==> src/rtl/rgbw_pkg.sv <==
// Shared definitions for the SPI frame dispatcher.
//   state_e   : frame parser states (HUNT, PAYLOAD, MODE, CHECK)
//   SYNC_BYTE : default frame start byte
package rgbw_pkg;

  typedef enum logic [1:0] {
    HUNT    = 2'd0,
    PAYLOAD = 2'd1,
    MODE    = 2'd2,
    CHECK   = 2'd3
  } state_e;

  localparam logic [7:0] SYNC_BYTE = 8'h55;

endpackage

==> src/rtl/rdy_edge_sync.sv <==
// Two-flop synchroniser for the asynchronous byte-ready strobe, followed by a
// rising-edge detector. Every flop advances only on clk_en ticks.
// Ports:
//   clk     in  system clock
//   reset   in  synchronous, active-low reset
//   clk_en  in  tick enable
//   rdy_in  in  asynchronous byte-ready strobe
//   evt     out one byte event, valid on an enabled tick (combinational)
module rdy_edge_sync (
  input  logic clk,
  input  logic reset,
  input  logic clk_en,
  input  logic rdy_in,
  output logic evt
);

  logic sync1_q, sync1_d;
  logic sync2_q, sync2_d;
  logic prev_q,  prev_d;

  always_comb begin
    sync1_d = sync1_q;
    sync2_d = sync2_q;
    prev_d  = prev_q;
    if (clk_en) begin
      sync1_d = rdy_in;
      sync2_d = sync1_q;
      prev_d  = sync2_q;
    end
  end

  always_ff @(posedge clk) begin
    if (!reset) begin
      sync1_q <= 1'b0;
      sync2_q <= 1'b0;
      prev_q  <= 1'b0;
    end else begin
      sync1_q <= sync1_d;
      sync2_q <= sync2_d;
      prev_q  <= prev_d;
    end
  end

  // The event is gated by clk_en so that it lasts exactly one enabled tick
  // no matter how many disabled clocks sit between ticks.
  assign evt = clk_en & sync2_q & ~prev_q;

endmodule

==> src/rtl/spi_frame_dispatcher.sv <==
// Parses framed bytes arriving from an SPI receiver and dispatches them to
// channel and mode registers. Frame: SYNC, NCH payload bytes (channel 0
// first), MODE, then an XOR checksum byte when CHK_EN=1. Payload is collected
// in shadow registers and copied to the outputs in one step on commit, so the
// outputs never show a partial frame.
// Ports:
//   clk         in  system clock
//   reset       in  synchronous, active-low reset
//   clk_en      in  tick enable; all state advances only on enabled ticks
//   rx_data     in  received byte, stable while rx_rdy is high
//   rx_rdy      in  asynchronous byte-ready strobe
//   ch_out      out channel registers, channel k at [8k+7:8k]
//   mode_out    out mode register
//   frame_valid out one-tick pulse when a good frame is committed
//   frame_err   out one-tick pulse on checksum, timeout or index error
module spi_frame_dispatcher
  import rgbw_pkg::*;
#(
  parameter int         NCH     = 6,
  parameter logic [7:0] SYNC    = SYNC_BYTE,
  parameter int         TIMEOUT = 255,
  parameter bit         CHK_EN  = 1'b1
) (
  input  logic             clk,
  input  logic             reset,
  input  logic             clk_en,
  input  logic [7:0]       rx_data,
  input  logic             rx_rdy,
  output logic [NCH*8-1:0] ch_out,
  output logic [7:0]       mode_out,
  output logic             frame_valid,
  output logic             frame_err
);

  localparam int IDX_W = $clog2(NCH + 1);

  state_e             state_q, state_d;
  logic [IDX_W-1:0]   idx_q, idx_d;
  logic [7:0]         chk_q, chk_d;
  logic [15:0]        gap_q, gap_d;
  logic [7:0]         shadow_q [NCH];
  logic [7:0]         shadow_d [NCH];
  logic [7:0]         mode_sh_q, mode_sh_d;
  logic [7:0]         ch_q [NCH];
  logic [7:0]         ch_d [NCH];
  logic [7:0]         mode_q, mode_d;
  logic               valid_q, valid_d;
  logic               err_q, err_d;

  logic               byte_evt;
  logic               idx_bad;
  logic               idx_last;
  logic [15:0]        gap_inc;
  logic               timeout_hit;

  rdy_edge_sync u_rdy_edge_sync (
    .clk    (clk),
    .reset  (reset),
    .clk_en (clk_en),
    .rdy_in (rx_rdy),
    .evt    (byte_evt)
  );

  assign idx_bad  = (state_q == PAYLOAD) && (idx_q > IDX_W'(NCH - 1));
  assign idx_last = (idx_q == IDX_W'(NCH - 1));
  assign gap_inc  = gap_q + 16'd1;
  // A byte event on the same tick takes priority over the timeout.
  assign timeout_hit = (state_q != HUNT) && !byte_evt && (gap_inc == 16'(TIMEOUT));

  // State register
  always_ff @(posedge clk) begin
    if (!reset) begin
      state_q <= HUNT;
    end else begin
      state_q <= state_d;
    end
  end

  // Next-state logic
  always_comb begin
    state_d = state_q;
    if (clk_en) begin
      if (idx_bad) begin
        state_d = HUNT;
      end else if (byte_evt) begin
        case (state_q)
          HUNT:    if (rx_data == SYNC) state_d = PAYLOAD;
          PAYLOAD: if (idx_last) state_d = MODE;
          MODE:    state_d = CHK_EN ? CHECK : HUNT;
          CHECK:   state_d = HUNT;
          default: state_d = HUNT;
        endcase
      end else if (timeout_hit) begin
        state_d = HUNT;
      end
    end
  end

  // Datapath and output logic
  always_comb begin
    idx_d     = idx_q;
    chk_d     = chk_q;
    gap_d     = gap_q;
    mode_sh_d = mode_sh_q;
    mode_d    = mode_q;
    valid_d   = valid_q;
    err_d     = err_q;
    for (int i = 0; i < NCH; i++) begin
      shadow_d[i] = shadow_q[i];
      ch_d[i]     = ch_q[i];
    end

    if (clk_en) begin
      valid_d = 1'b0;
      err_d   = 1'b0;
      gap_d   = (state_q == HUNT) ? 16'd0 : gap_inc;

      if (idx_bad) begin
        err_d = 1'b1;
        gap_d = 16'd0;
      end else if (byte_evt) begin
        gap_d = 16'd0;
        case (state_q)
          HUNT: begin
            if (rx_data == SYNC) begin
              idx_d = '0;
              chk_d = 8'h00;
            end
          end
          PAYLOAD: begin
            for (int i = 0; i < NCH; i++) begin
              if (idx_q == IDX_W'(i)) shadow_d[i] = rx_data;
            end
            idx_d = idx_q + IDX_W'(1);
            chk_d = chk_q ^ rx_data;
          end
          MODE: begin
            mode_sh_d = rx_data;
            chk_d     = chk_q ^ rx_data;
            if (!CHK_EN) begin
              for (int i = 0; i < NCH; i++) ch_d[i] = shadow_q[i];
              mode_d  = rx_data;
              valid_d = 1'b1;
            end
          end
          CHECK: begin
            if (rx_data == chk_q) begin
              for (int i = 0; i < NCH; i++) ch_d[i] = shadow_q[i];
              mode_d  = mode_sh_q;
              valid_d = 1'b1;
            end else begin
              err_d = 1'b1;
            end
          end
          default: ;
        endcase
      end else if (timeout_hit) begin
        err_d = 1'b1;
        gap_d = 16'd0;
      end
    end
  end

  always_ff @(posedge clk) begin
    if (!reset) begin
      idx_q     <= '0;
      chk_q     <= 8'h00;
      gap_q     <= 16'd0;
      mode_sh_q <= 8'h00;
      mode_q    <= 8'h00;
      valid_q   <= 1'b0;
      err_q     <= 1'b0;
      for (int i = 0; i < NCH; i++) begin
        shadow_q[i] <= 8'h00;
        ch_q[i]     <= 8'h00;
      end
    end else begin
      idx_q     <= idx_d;
      chk_q     <= chk_d;
      gap_q     <= gap_d;
      mode_sh_q <= mode_sh_d;
      mode_q    <= mode_d;
      valid_q   <= valid_d;
      err_q     <= err_d;
      for (int i = 0; i < NCH; i++) begin
        shadow_q[i] <= shadow_d[i];
        ch_q[i]     <= ch_d[i];
      end
    end
  end

  genvar gi;
  generate
    for (gi = 0; gi < NCH; gi++) begin : g_ch_pack
      assign ch_out[8*gi +: 8] = ch_q[gi];
    end
  endgenerate

  assign mode_out    = mode_q;
  assign frame_valid = valid_q;
  assign frame_err   = err_q;

endmodule

==> config.mk <==
export PLATFORM = sky130hd
export DESIGN_NAME = spi_frame_dispatcher
export DESIGN_NICKNAME = d
export VERILOG_FILES = /design/src/rtl/rgbw_pkg.sv /design/src/rtl/rdy_edge_sync.sv /design/src/rtl/spi_frame_dispatcher.sv
export SDC_FILE = /design/constraint.sdc
export NUM_CORES = 1
export LEC_CHECK = 0
export BUFFER_PORTS_ARGS = -buffer_cell sky130_fd_sc_hd__buf_2
export CORE_UTILIZATION = 43
export CTS_BUF_LIST = sky130_fd_sc_hd__clkbuf_4
export CTS_CLUSTER_DIAMETER = 50
export DETAILED_ROUTE_END_ITERATION = 6
export SLEW_MARGIN = 20
export SYNTH_ARGS = -nofsm -noshare
export SYNTH_HDL_FRONTEND = slang
export SYNTH_SLANG_ARGS = --single-unit
==> constraint.sdc <==
create_clock -name clk -period 3.05 [get_ports clk]
set_clock_uncertainty 0.2 [all_clocks]
set_input_delay 0.1525 -clock clk [delete_from_list [all_inputs] [get_ports clk]]
set_output_delay 0.1525 -clock clk [all_outputs]
set_load 0.005 [all_outputs]
# After elaboration in Yosys (flattened, before gate mapping)
# Memory sizes are Yosys's and may differ from the RTL's.
# Cells that the tools add are included.
[totals]
ff_bits = 50
ramBits = 96
in_bits = 12
wordCells = 115
memories = 2
[memory_table]
columns = ["memory", "depth", "width", "rd", "rd_ports_with_merged_regs", "write_ports", "line", "text"]
rows = [
  ["ch_q", 6, 8, 6, 0, 6, "spi_frame_dispatcher.sv:44", "logic [7:0] ch_q [NCH];"],
  ["shadow_q", 6, 8, 6, 0, 6, "spi_frame_dispatcher.sv:41", "logic [7:0] shadow_q [NCH];"],
]
[classes]
n_addsub = 2
order_cmp = 1
eq_ne = 14
mux = 52
n_bitwise = 17
reduce_logical = 16
[ops]
columns = ["cell", "count"]
rows = [
  ["48-bit two-way mux", 9],
  ["8-bit two-way mux", 19],
  ["16-bit two-way mux", 4],
  ["16-bit by 1-bit adder with 16-bit output, second input constant", 1],
  ["16-bit by 8-bit equality test with 1-bit output, second input constant", 1],
  ["8-bit case mux with 2 select lines", 1],
  ["5-bit AND reduction", 3],
  ["1-bit bitwise OR", 12],
  ["1-bit two-way mux", 11],
  ["2-bit two-way mux", 5],
  ["8-bit by 7-bit equality test with 1-bit output, second input constant", 1],
  ["8-bit equality test", 1],
  ["4-bit inequality test, second input constant", 2],
  ["2-bit case mux with 4 select lines", 1],
  ["4-bit AND reduction", 2],
  ["8-bit bitwise XOR", 1],
  ["3-bit by 2-bit equality test with 1-bit output, second input constant", 2],
  ["3-bit equality test, second input constant", 2],
  ["3-bit case mux with 2 select lines", 1],
  ["2-bit nonzero test", 3],
  ["2-bit equality test, second input constant", 2],
  ["3-bit by 1-bit adder with 3-bit output, second input constant", 1],
  ["3-bit by 1-bit equality test with 1-bit output, second input constant", 1],
  ["3-bit > comparator, second input constant", 1],
  ["other kinds (11)", 15],
]

# Logic depth before layout (Yosys ltp)
# Gate-level depths: netlist (run 1).
[depth]
word_depth = 8
depth_mapped = 12

# Modules after synthesis
# A second synthesis (run 1) with hierarchy kept.
[unflattened]
cells_unflattened = 767
hier_area_um2 = 6261.0
[by_module_without_submodules]
columns = ["module", "n_inst", "cells_per_inst", "area_each_um2", "seq_area_each_um2"]
rows = [
  ["spi_frame_dispatcher", 1, 756, 6147.1, 2862.7],
  ["rdy_edge_sync", 1, 11, 113.9, 60.1],
]

# Worst setup path after synthesis (run 1)
# No wires, ideal clock.
[synth_timing]
path_type = "register -> register"
start = "register state_q[1]"
end = "memory ch_q[3][0]"
setup_ns = 0.128
arrival_time_ns = 1.868
t_required_ns = 2.722
setup_slack_ns = 0.855
path_stages_with_launch = 13
path_buffers = 4
path_cell_list = "dfxtp_1 > inv_1 > ha_1 > buf_2 > nand3_2 > nand2_1 > nor3_2 > and3_1 > buf_4 > buf_12 > buf_12 > mux2i_1 > nor2_1"
[synth_lines]
columns = ["element", "line", "text"]
rows = [
  ["start, declared", "spi_frame_dispatcher.sv:37", "state_e state_q, state_d;"],
  ["start signal, assigned", "spi_frame_dispatcher.sv:75", "state_q <= state_d;"],
  ["end, declared", "spi_frame_dispatcher.sv:44", ""],
]

# Final worst setup path (run 1)
[layout_timing]
start = "register gap_q[1]"
end = "register gap_q[10]"
[layout_between]
elab_chain_cells = 6
word_cells_on_any_way = 7
[layout_rtl]
columns = ["element", "line", "text"]
rows = [
  ["start, declared", "spi_frame_dispatcher.sv:40", "logic [15:0] gap_q, gap_d;"],
  ["start signal, assigned", "spi_frame_dispatcher.sv:180", "gap_q <= gap_d;"],
  ["16-bit by 1-bit adder with 16-bit output *", "spi_frame_dispatcher.sv:66", "assign gap_inc = gap_q + 16'd1;"],
  ["16-bit by 8-bit equality test with 1-bit output", "spi_frame_dispatcher.sv:68", "assign timeout_hit = (state_q != HUNT) && !byte_evt && (gap_inc == 16'(TIMEOUT));"],
  ["1-bit logical AND", "spi_frame_dispatcher.sv:68", ""],
  ["16-bit two-way mux *", "spi_frame_dispatcher.sv:157", "end else if (timeout_hit) begin"],
  ["16-bit two-way mux *", "spi_frame_dispatcher.sv:121", "end else if (byte_evt) begin"],
  ["16-bit two-way mux *", "spi_frame_dispatcher.sv:118", "if (idx_bad) begin"],
]
# Every way passes the cells marked *; elsewhere a longest branch is shown, timed or not.
# A chain may end at the register's enable or synchronous reset.

==> results by group, run 1 <==
Min path
  – Beginning of the worst hold path: shadow_q[5][2]$_SDFFE_PN0P_
  – Depth of the worst hold-timing path: 2
  – Min-Delay Endpoint: shadow_q[5][2]$_SDFFE_PN0P_
  – Hold Crit Class: register to register

Pwr
  – Maximum vdd ir drop: roughly 0.29 mV
  – Power per cell area: about 470 mW/mm²
  – Pleak: approximately 2.8 nW

Clock tree
  – Total CTS buffers: 17
  – Root Buffer Master: sky130_fd_sc_hd__clkbuf_4
  – Reg clk slew, reported paths: ~0.12 ns
  – Count of clock tree sinks: ~150
  – Worst-skew pair later-pin latency: around 0.55 ns
  – H-tree lvl count: 4
  – Max Buffers Root-to-Sink: 2
  – Clock tree from TritonCTS: yes
  – Post-CTS setup repair buffer count: 0

Critical path
  – Critical path class: register to register
  – Arrival time at the worst endpoint: ~3 ns
  – Number of cells on the worst reg-to-reg path: 8
  – Worst Path Required: ~3.3 ns
  – Reg-to-Reg Start: gap_q[1]$_SDFFE_PN0P_
  – Worst R2R End: gap_q[10]$_SDFFE_PN0P_
  – Capturing element type of the critical path: register
  – Element type at the critical path start: register
  – Worst-path fanout max: 10
  – Register-to-register setup slack: between 0.3 and 0.4 ns

Layout
  – Leading cell type in the layout, fill and taps excluded: sky130_fd_sc_hd__dfxtp_1
  – Count of placed standard cells in the final layout, fillers left out: about 930
  – Most used cells in the layout excluding fill and tap cells: 146 x sky130_fd_sc_hd__dfxtp_1, 129 x sky130_fd_sc_hd__nor2_1, 107 x sky130_fd_sc_hd__mux2i_1
  – Final core area utilization: 0.4933
  – Net count reported at finish: 755
  – Inserted Diodes: 0
  – Fraction of layout cells with a size suffix above 1: 0.1705
  – Area grow syn2layout: 12.29%

Routing
  – Final antenna-violating net count: 0
  – Mean routed wirelength per cell: between 15 and 20 µm
  – Drt total wl: 14510 µm
  – Count of vias placed by the detailed router: roughly 5000
  – DRC viols: 0
  – Detailed Routing Iterations Pass 1: 5
  – Vias per inst: 5.356
  – Number of violations reported at the end of detailed-routing iteration 0: ~340

STA
  – Relative slew slack: 0.4510
  – Least setup slack across all paths after layout: between 0.3 and 0.4 ns
  – Endpoints failing setup: 0
  – Max Fclk: roughly 370 MHz
  – Final worst path period share: 0.8795
  – Setup repair after global routing missed its margin: false
  – Final Hold Violating Endpoints: 0
  – Clock period minus final worst setup slack: approximately 2.7 ns
  – Total Negative Setup Slacks: 0 ns
  – Pins over their slew limit: 0
  – Worst hold slack across all endpoints: 0.2721 ns
  – Worst slew pin tran: 0.8235 ns

Placed design
  – Count of buffers inserted at the top-level ports: a little under 70
  – Global placement routability congestion: 0.8933
  – Cell Count Post-Placement: 884
  – Worst-case setup slack after placement: 0.3930 ns
  – Estimated wirelength of the detail-placed design: 9435 µm

GRT
  – Pin count of the biggest net entering global routing: between 80 and 90
  – Vias in the first global route: between 4000 and 5000
  – First-pass GRT wire length: 23420 µm
  – Number of antenna violations at the first check in global routing: 0
  – Grt total ovfl: 0
  – Total Routing Usage GR: 0.2023

Die
  – Width of the die: ~120 µm
  – I/O pin count: 70
  – Number of placement rows: between 40 and 50
  – Initial core utilization: 0.4393
  – Core Box Area: 0.01453 mm²
  – Overall die area: ~0.015 mm²
  – Vertical extent of the die: between 100 and 150 µm

Synth
  – Total nets after synthesis: a little under 700
  – #FFs+latches synth: between 100 and 150
  – Synthesized netlist cell count: approximately 670
  – Post-synth EDFFs: 0
  – Proportion of synthesized chip area in sequential cells: 0.4578
  – Distinct cell type count after synthesis: 64
  – Warnings from Yosys: 0
  – Top flip-flop cell by instance count after synthesis: sky130_fd_sc_hd__dfxtp_1
  – Netlist area before placement: roughly 0.0064 mm²
  – Post-Synthesis Mean Instance Area: 9.487 µm²
  – Share of synthesized registers carrying an async set or reset: 0

Flow run
  – Max Cap Violations: 0

Outcome
  – Outcome: completed
through the flow:
step	cell area (µm²)	total power [mW]
after floorplan	6385	2.015
after global placement	6714	2.042
after detailed placement	6714	2.042
after CTS	7169	3.436
after global routing	7169	3.531
final	7169	3.388
flip-flops by register name, indices dropped and copies added, names as in the netlist:
register	cells
ch_q	48
shadow_q	48
gap_q	16
chk_q	8
mode_out	8
mode_sh_q	8
idx_q	3
state_q	2
frame_err	1
frame_valid	1
u_rdy_edge_sync.prev_q	1
u_rdy_edge_sync.sync1_q	1
u_rdy_edge_sync.sync2_q	1
cell type report:
type	count	area [µm²]
clock inverters	13	182.7
flip-flops and latches	146	2923
well taps	184	230.2
clock buffers	19	142.6
multi-input cells	467	3110
inverters	12	47.55
repair buffers	88	533.0
fillers	1391	7365
cells in the mapped netlist (3+ instances only):
library cell,n,area (µm²)
sky130_fd_sc_hd__and3_1,4,25.02
sky130_fd_sc_hd__buf_12,4,80.08
sky130_fd_sc_hd__nand2b_1,3,18.77
sky130_fd_sc_hd__and2_1,4,25.02
sky130_fd_sc_hd__nor2b_1,3,18.77
sky130_fd_sc_hd__nand3_1,20,100.1
sky130_fd_sc_hd__dfxtp_1,146,2923
sky130_fd_sc_hd__xnor2_1,11,96.34
sky130_fd_sc_hd__buf_2,11,55.05
sky130_fd_sc_hd__mux2i_1,107,1071
sky130_fd_sc_hd__a311oi_1,3,26.28
sky130_fd_sc_hd__buf_4,10,75.07
sky130_fd_sc_hd__inv_1,11,41.29
sky130_fd_sc_hd__o21ai_1,3,15.01
sky130_fd_sc_hd__a21oi_1,28,140.1
sky130_fd_sc_hd__nor2_1,129,484.2
sky130_fd_sc_hd__a21boi_0,3,22.52
sky130_fd_sc_hd__or4_1,3,22.52
sky130_fd_sc_hd__nand3b_1,10,75.07
sky130_fd_sc_hd__nand4_1,8,50.05
sky130_fd_sc_hd__o211ai_1,9,67.56
sky130_fd_sc_hd__nand2_1,40,150.1
sky130_fd_sc_hd__nor3_1,5,25.02
sky130_fd_sc_hd__ha_1,11,137.6
sky130_fd_sc_hd__clkbuf_1,20,75.07
sky130_fd_sc_hd__o21ai_0,17,85.08
routing by layer:
metal | up-vias | routed length [µm] | GRT usage
li1 | 2456 | - | -
met4 | 0 | 285 | 0.08434
met5 | - | 0 | 0
met3 | 22 | 865 | 0.05632
met1 | 2369 | 6819 | 0.2711
met2 | 129 | 6542 | 0.3042
cell families after synthesis:
family | count (synthesis) | synth area share
DFF | 146 | 0.4578
adders and majority gates | 11 | 0.02156
and+or+nand+nor | 254 | 0.1971
AOI/OAI and AO/OA | 83 | 0.08348
xor gates and xnor gates | 12 | 0.01646
muxes | 107 | 0.1677
buffers and inverters | 60 | 0.05585
worst max-delay path by stage:
stage | startpoint | end | cells after the start
final | gap_q[1]$_SDFFE_PN0P_ | gap_q[10]$_SDFFE_PN0P_ | 8
after global placement | state_q[1]$_SDFFE_PN0P_ | ch_q[1][5]$_SDFFE_PN0P_ | 9
after global routing | gap_q[1]$_SDFFE_PN0P_ | gap_q[10]$_SDFFE_PN0P_ | 8
after floorplan | state_q[1]$_SDFFE_PN0P_ | ch_q[3][0]$_SDFFE_PN0P_ | 12
after detailed placement | state_q[1]$_SDFFE_PN0P_ | ch_q[0][3]$_SDFFE_PN0P_ | 9
after CTS | state_q[1]$_SDFFE_PN0P_ | ch_q[0][4]$_SDFFE_PN0P_ | 9
report_power, final:
| group | internal [mW] | leakage (nW) | switching [mW] |
|---|---|---|---|
| clock | 0.672 | 0.173 | 0.705 |
| combinational | 0.0283 | 1.40 | 0.0733 |
| sequential | 1.91 | 1.18 | 0.00133 |
| total | 2.61 | 2.75 | 0.780 |
critical path, stage by stage (launching register included):
cell and delay (ns):
sky130_fd_sc_hd__dfxtp_1 0.52, sky130_fd_sc_hd__ha_1 0.34, sky130_fd_sc_hd__nand3_4 0.16, sky130_fd_sc_hd__nor2_1 0.31, sky130_fd_sc_hd__nand3_1 0.15, sky130_fd_sc_hd__nand2_1 0.09, sky130_fd_sc_hd__a21boi_0 0.08, sky130_fd_sc_hd__o21a_1 0.20
sky130_fd_sc_hd__dlygate4sd3_1 0.54
timing repair:
action | in CTS | in global routing
hold endpoints to repair | 83 | 0
setup endpoints to repair | 0 | 0
resized for setup | 0 | 0
hold buffers | 13 | 0
Note: power is estimated with default switching activity, not from simulation.
==> inputs of run 2 (changes only) <==
--- a/config.mk
+++ b/config.mk
@@ -5,11 +5,11 @@
 export SDC_FILE = /design/constraint.sdc
 export NUM_CORES = 1
 export LEC_CHECK = 0
-export BUFFER_PORTS_ARGS = -buffer_cell sky130_fd_sc_hd__buf_2
 export CORE_UTILIZATION = 43
 export CTS_BUF_LIST = sky130_fd_sc_hd__clkbuf_4
 export CTS_CLUSTER_DIAMETER = 50
 export DETAILED_ROUTE_END_ITERATION = 6
+export DONT_BUFFER_PORTS = 1
 export SLEW_MARGIN = 20
 export SYNTH_ARGS = -nofsm -noshare
 export SYNTH_HDL_FRONTEND = slang
==> run 2 against run 1 <==
Compared with the run above:
- non-clock buffer count is 69 lower
- core utilization is 2.7 points lower
- final cell count is 7.4% lower
- global-route usage is 0.065 points lower
- sequential share of layout area is 2.3 points higher
- critical path type is now input pin to register
- largest cell class unchanged
- highest routed layer unchanged
==> results by group, run 2 (synthesis gave the netlist of run 1 again) <==
STA
  – Least setup slack across all paths after layout: 0.2156 ns (-0.1518 ns)
  – Final Hold Violating Endpoints: 0 (unchanged)
  – Worst slew pin tran: 0.7072 ns (-0.1163 ns)
  – Endpoints failing setup: 0 (unchanged)
  – Clock period minus final worst setup slack: 2.834 ns (+0.1518 ns)
  – Worst hold slack across all endpoints: 0.08281 ns (-0.1893 ns)
  – Final worst path period share: 0.9293 (+0.04979)
  – Total Negative Setup Slacks: 0 ns (unchanged)
  – Relative slew slack: 0.5268 (+0.07579)
  – Pins over their slew limit: 0 (unchanged)
  – Setup repair after global routing missed its margin: false
  – Max Fclk: 352.8 MHz (-5.4%)

Layout
  – Inserted Diodes: 0 (unchanged)
  – Net count reported at finish: 686 (-9.1%)
  – Biggest regs: ch_q x48, shadow_q x48, gap_q x16
  – Post-layout instance area: 0.006783 mm² (-5.4%)
  – Leading cell type in the layout, fill and taps excluded: sky130_fd_sc_hd__dfxtp_1
  – Area taken by flip-flops and latches: 0.002923 mm² (unchanged)
  – Area grow syn2layout: 6.232%
  – Multi-input gate area in the final layout: 0.003110 mm² (unchanged)
  – Most used cells in the layout excluding fill and tap cells: 146 x sky130_fd_sc_hd__dfxtp_1, 129 x sky130_fd_sc_hd__nor2_1, 107 x sky130_fd_sc_hd__mux2i_1
  – Fill cell instance count of the final layout: 1410 (+1.4%)
  – Fraction of layout cells with a size suffix above 1: 0.07988 (-0.09059)

GRT
  – First-pass GRT wire length: 23170 µm (-1.1%)
  – Number of antenna violations at the first check in global routing: 0 (unchanged)
  – Pin count of the biggest net entering global routing: 62 (-26%)
  – Vias in the first global route: 4372 (-3.4%)
  – Total Routing Usage GR: 0.2016 (-0.0006511)
  – Grt total ovfl: 0 (unchanged)

Critical path
  – Capture point of the worst path: ch_q[0][3]$_SDFFE_PN0P_
  – Arrival time at the worst endpoint: 3.07 ns (+0.13 ns)
  – Register-to-register setup slack: 0.37 ns (about the same)
  – Number of cells on the worst reg-to-reg path: 8 (unchanged)
  – Critical path class: input pin to register
  – Element type at the critical path start: input pin
  – Worst Path Required: 3.29 ns (-0.02 ns)
  – Worst R2R End: ch_q[0][3]$_SDFFE_PN0P_
  – Worst-path fanout max: 24 (+14)
  – Reg-to-Reg Start: chk_q[1]$_SDFFE_PN0P_
  – Critical Path Start: rx_data[2]
  – Capturing element type of the critical path: register

Routing
  – Detailed Routing Iterations Pass 1: 5 (unchanged)
  – Count of vias placed by the detailed router: 4695 (-5.6%)
  – DRC viols: 0 (unchanged)
  – Mean routed wirelength per cell: 17.07 µm (+9.3%)
  – Drt total wl: 14680 µm (+1.2%)
  – Final antenna-violating net count: 0 (unchanged)
  – Number of violations reported at the end of detailed-routing iteration 0: 339 (-0.88%)
  – Vias per inst: 5.459 (+1.9%)

Clock tree
  – Total CTS buffers: 17 (unchanged)
  – Count of clock tree sinks: 146 (unchanged)
  – H-tree lvl count: 4 (unchanged)
  – Root Buffer Master: sky130_fd_sc_hd__clkbuf_4
  – Reg clk slew, reported paths: 0.12 ns (about the same)
  – Clock tree from TritonCTS: yes
  – Worst-skew pair later-pin latency: 0.55 ns (about the same)
  – Max Buffers Root-to-Sink: 2 (unchanged)

Pwr
  – Combinational Power Share: 0.028 (-0.002)
  – Portion of total power attributed to the clock network: 0.371 (-0.035)
  – Pint: 2.409 mW (-7.6%)
  – Maximum vdd ir drop: 0.3501 mV (+23%)
  – Power per cell area: 468.7 mW/mm² (-0.81%)
  – Pleak: 2.362 nW (-14%)
  – Sequential fraction of design power: 0.601 (+0.037)
  – Switch share: 0.2423 (+0.01220)
  – Sw power: 0.7704 mW (-1.2%)

Outcome
  – Outcome: completed

Placed design
  – Count of buffers inserted at the top-level ports: 0 (-100%)
  – Cell area after placement: 0.006374 mm² (-5.1%)
  – Estimated wirelength of the detail-placed design: 9336 µm (-1.0%)
  – Worst-case setup slack after placement: 0.4663 ns (+0.07328 ns)
  – Global placement routability congestion: 0.9032 (+1.1%)

Die
  – I/O pin count: 70 (unchanged)
  – Overall die area: 0.01534 mm² (unchanged)
  – Vertical extent of the die: 123.9 µm (unchanged)
  – Core Box Area: 0.01453 mm² (unchanged)
  – Initial core utilization: 0.4393 (unchanged)
  – Number of placement rows: 44 (unchanged)
  – Width of the die: 123.9 µm (unchanged)

Flow run
  – Max Cap Violations: 0 (unchanged)

Min path
  – Hold Crit Class: input pin to register
==> run 2: cell count changes in the layout (fill, tap and decap cells not counted) <==
cell and change:
sky130_fd_sc_hd__buf_2 -69, sky130_fd_sc_hd__clkinv_1 +3, sky130_fd_sc_hd__buf_4 -2, sky130_fd_sc_hd__bufinv_16 -2, sky130_fd_sc_hd__clkbuf_4 -2, sky130_fd_sc_hd__buf_12 +1
sky130_fd_sc_hd__clkinvlp_4 +1, sky130_fd_sc_hd__dlymetal6s4s_1 +1, sky130_fd_sc_hd__inv_6 +1, sky130_fd_sc_hd__inv_8 -1
==> run 2: worst min-delay path by stage <==
stage                                                      end       start  cells past startpoint  slack, ns
after CTS                                idx_q[0]$_SDFFE_PN0P_  rx_data[2]                      5       0.03
after global routing      u_rdy_edge_sync.sync1_q$_SDFFE_PN0P_      rx_rdy                      3       0.09
final                                    idx_q[0]$_SDFFE_PN0P_  rx_data[2]                      5       0.08
after global placement                  gap_q[14]$_SDFFE_PN0P_      clk_en                      1       0.07
after floorplan           u_rdy_edge_sync.sync1_q$_SDFFE_PN0P_      rx_rdy                      2        0.1
after detailed placement                gap_q[14]$_SDFFE_PN0P_      clk_en                      1       0.07
==> run 2: layout make-up <==
cell class,instances,share of cell area
Tap cell,184,0.03394
Inverter,12,0.007010
Timing Repair Buffer,19,0.03025
Sequential cell,146,0.4309
Multi-Input combinational cell,467,0.4586
Clock inverter,15,0.02048
Clock buffer,17,0.01882
==> run 2: stage by stage <==
step / cells / utilization / total power, mW
2_1_floorplan: 673 / - / 2.015
5_1_grt: 860 / 0.4667 / 3.302
3_3_place_gp: 814 / 0.4385 / 2.003
4_1_cts: 860 / 0.4665 / 3.221
6_report: 860 / 0.4667 / 3.179
3_5_place_dp: 814 / 0.4385 / 2.004
==> run 2: power groups by stage <==
stage | sequential, mW | clock (mW) | combinational (mW)
2_1_floorplan | 1.95 | 0 | 0.0628
3_3_place_gp | 1.95 | 0 | 0.0497
3_5_place_dp | 1.95 | 0 | 0.0506
4_1_cts | 1.91 | 1.22 | 0.0913
5_1_grt | 1.91 | 1.29 | 0.0972
6_report | 1.91 | 1.18 | 0.0901
==> run 2: critical path: stages <==
cell                            delay, ns
sky130_fd_sc_hd__dlygate4sd3_1       0.88
sky130_fd_sc_hd__xnor2_1             0.18
sky130_fd_sc_hd__nand4_1             0.11
sky130_fd_sc_hd__dlygate4sd3_1       0.59
sky130_fd_sc_hd__nor3_2              0.15
sky130_fd_sc_hd__and3_4              0.46
sky130_fd_sc_hd__buf_12              0.25
sky130_fd_sc_hd__mux2i_1             0.22
sky130_fd_sc_hd__nor2_1              0.05
==> run 2: what timing repair did <==
| action | 4_1_cts | 5_1_grt |
|---|---|---|
| hold endpoints to repair | 113 | 0 |
| setup endpoints to repair | 0 | 7 |
| buffers inserted | 0 | 0 |
| gates resized for setup | 0 | 1 |
| hold buffers | 14 | 0 |
==> run 2: metal layers <==
layer	global-route usage	part of all wire	vias up
met5	0	0	-
met2	0.3142	0.46	123
li1	-	-	2323
met3	0.05449	0.061	26
met1	0.2579	0.45	2223
met4	0.09488	0.024	0
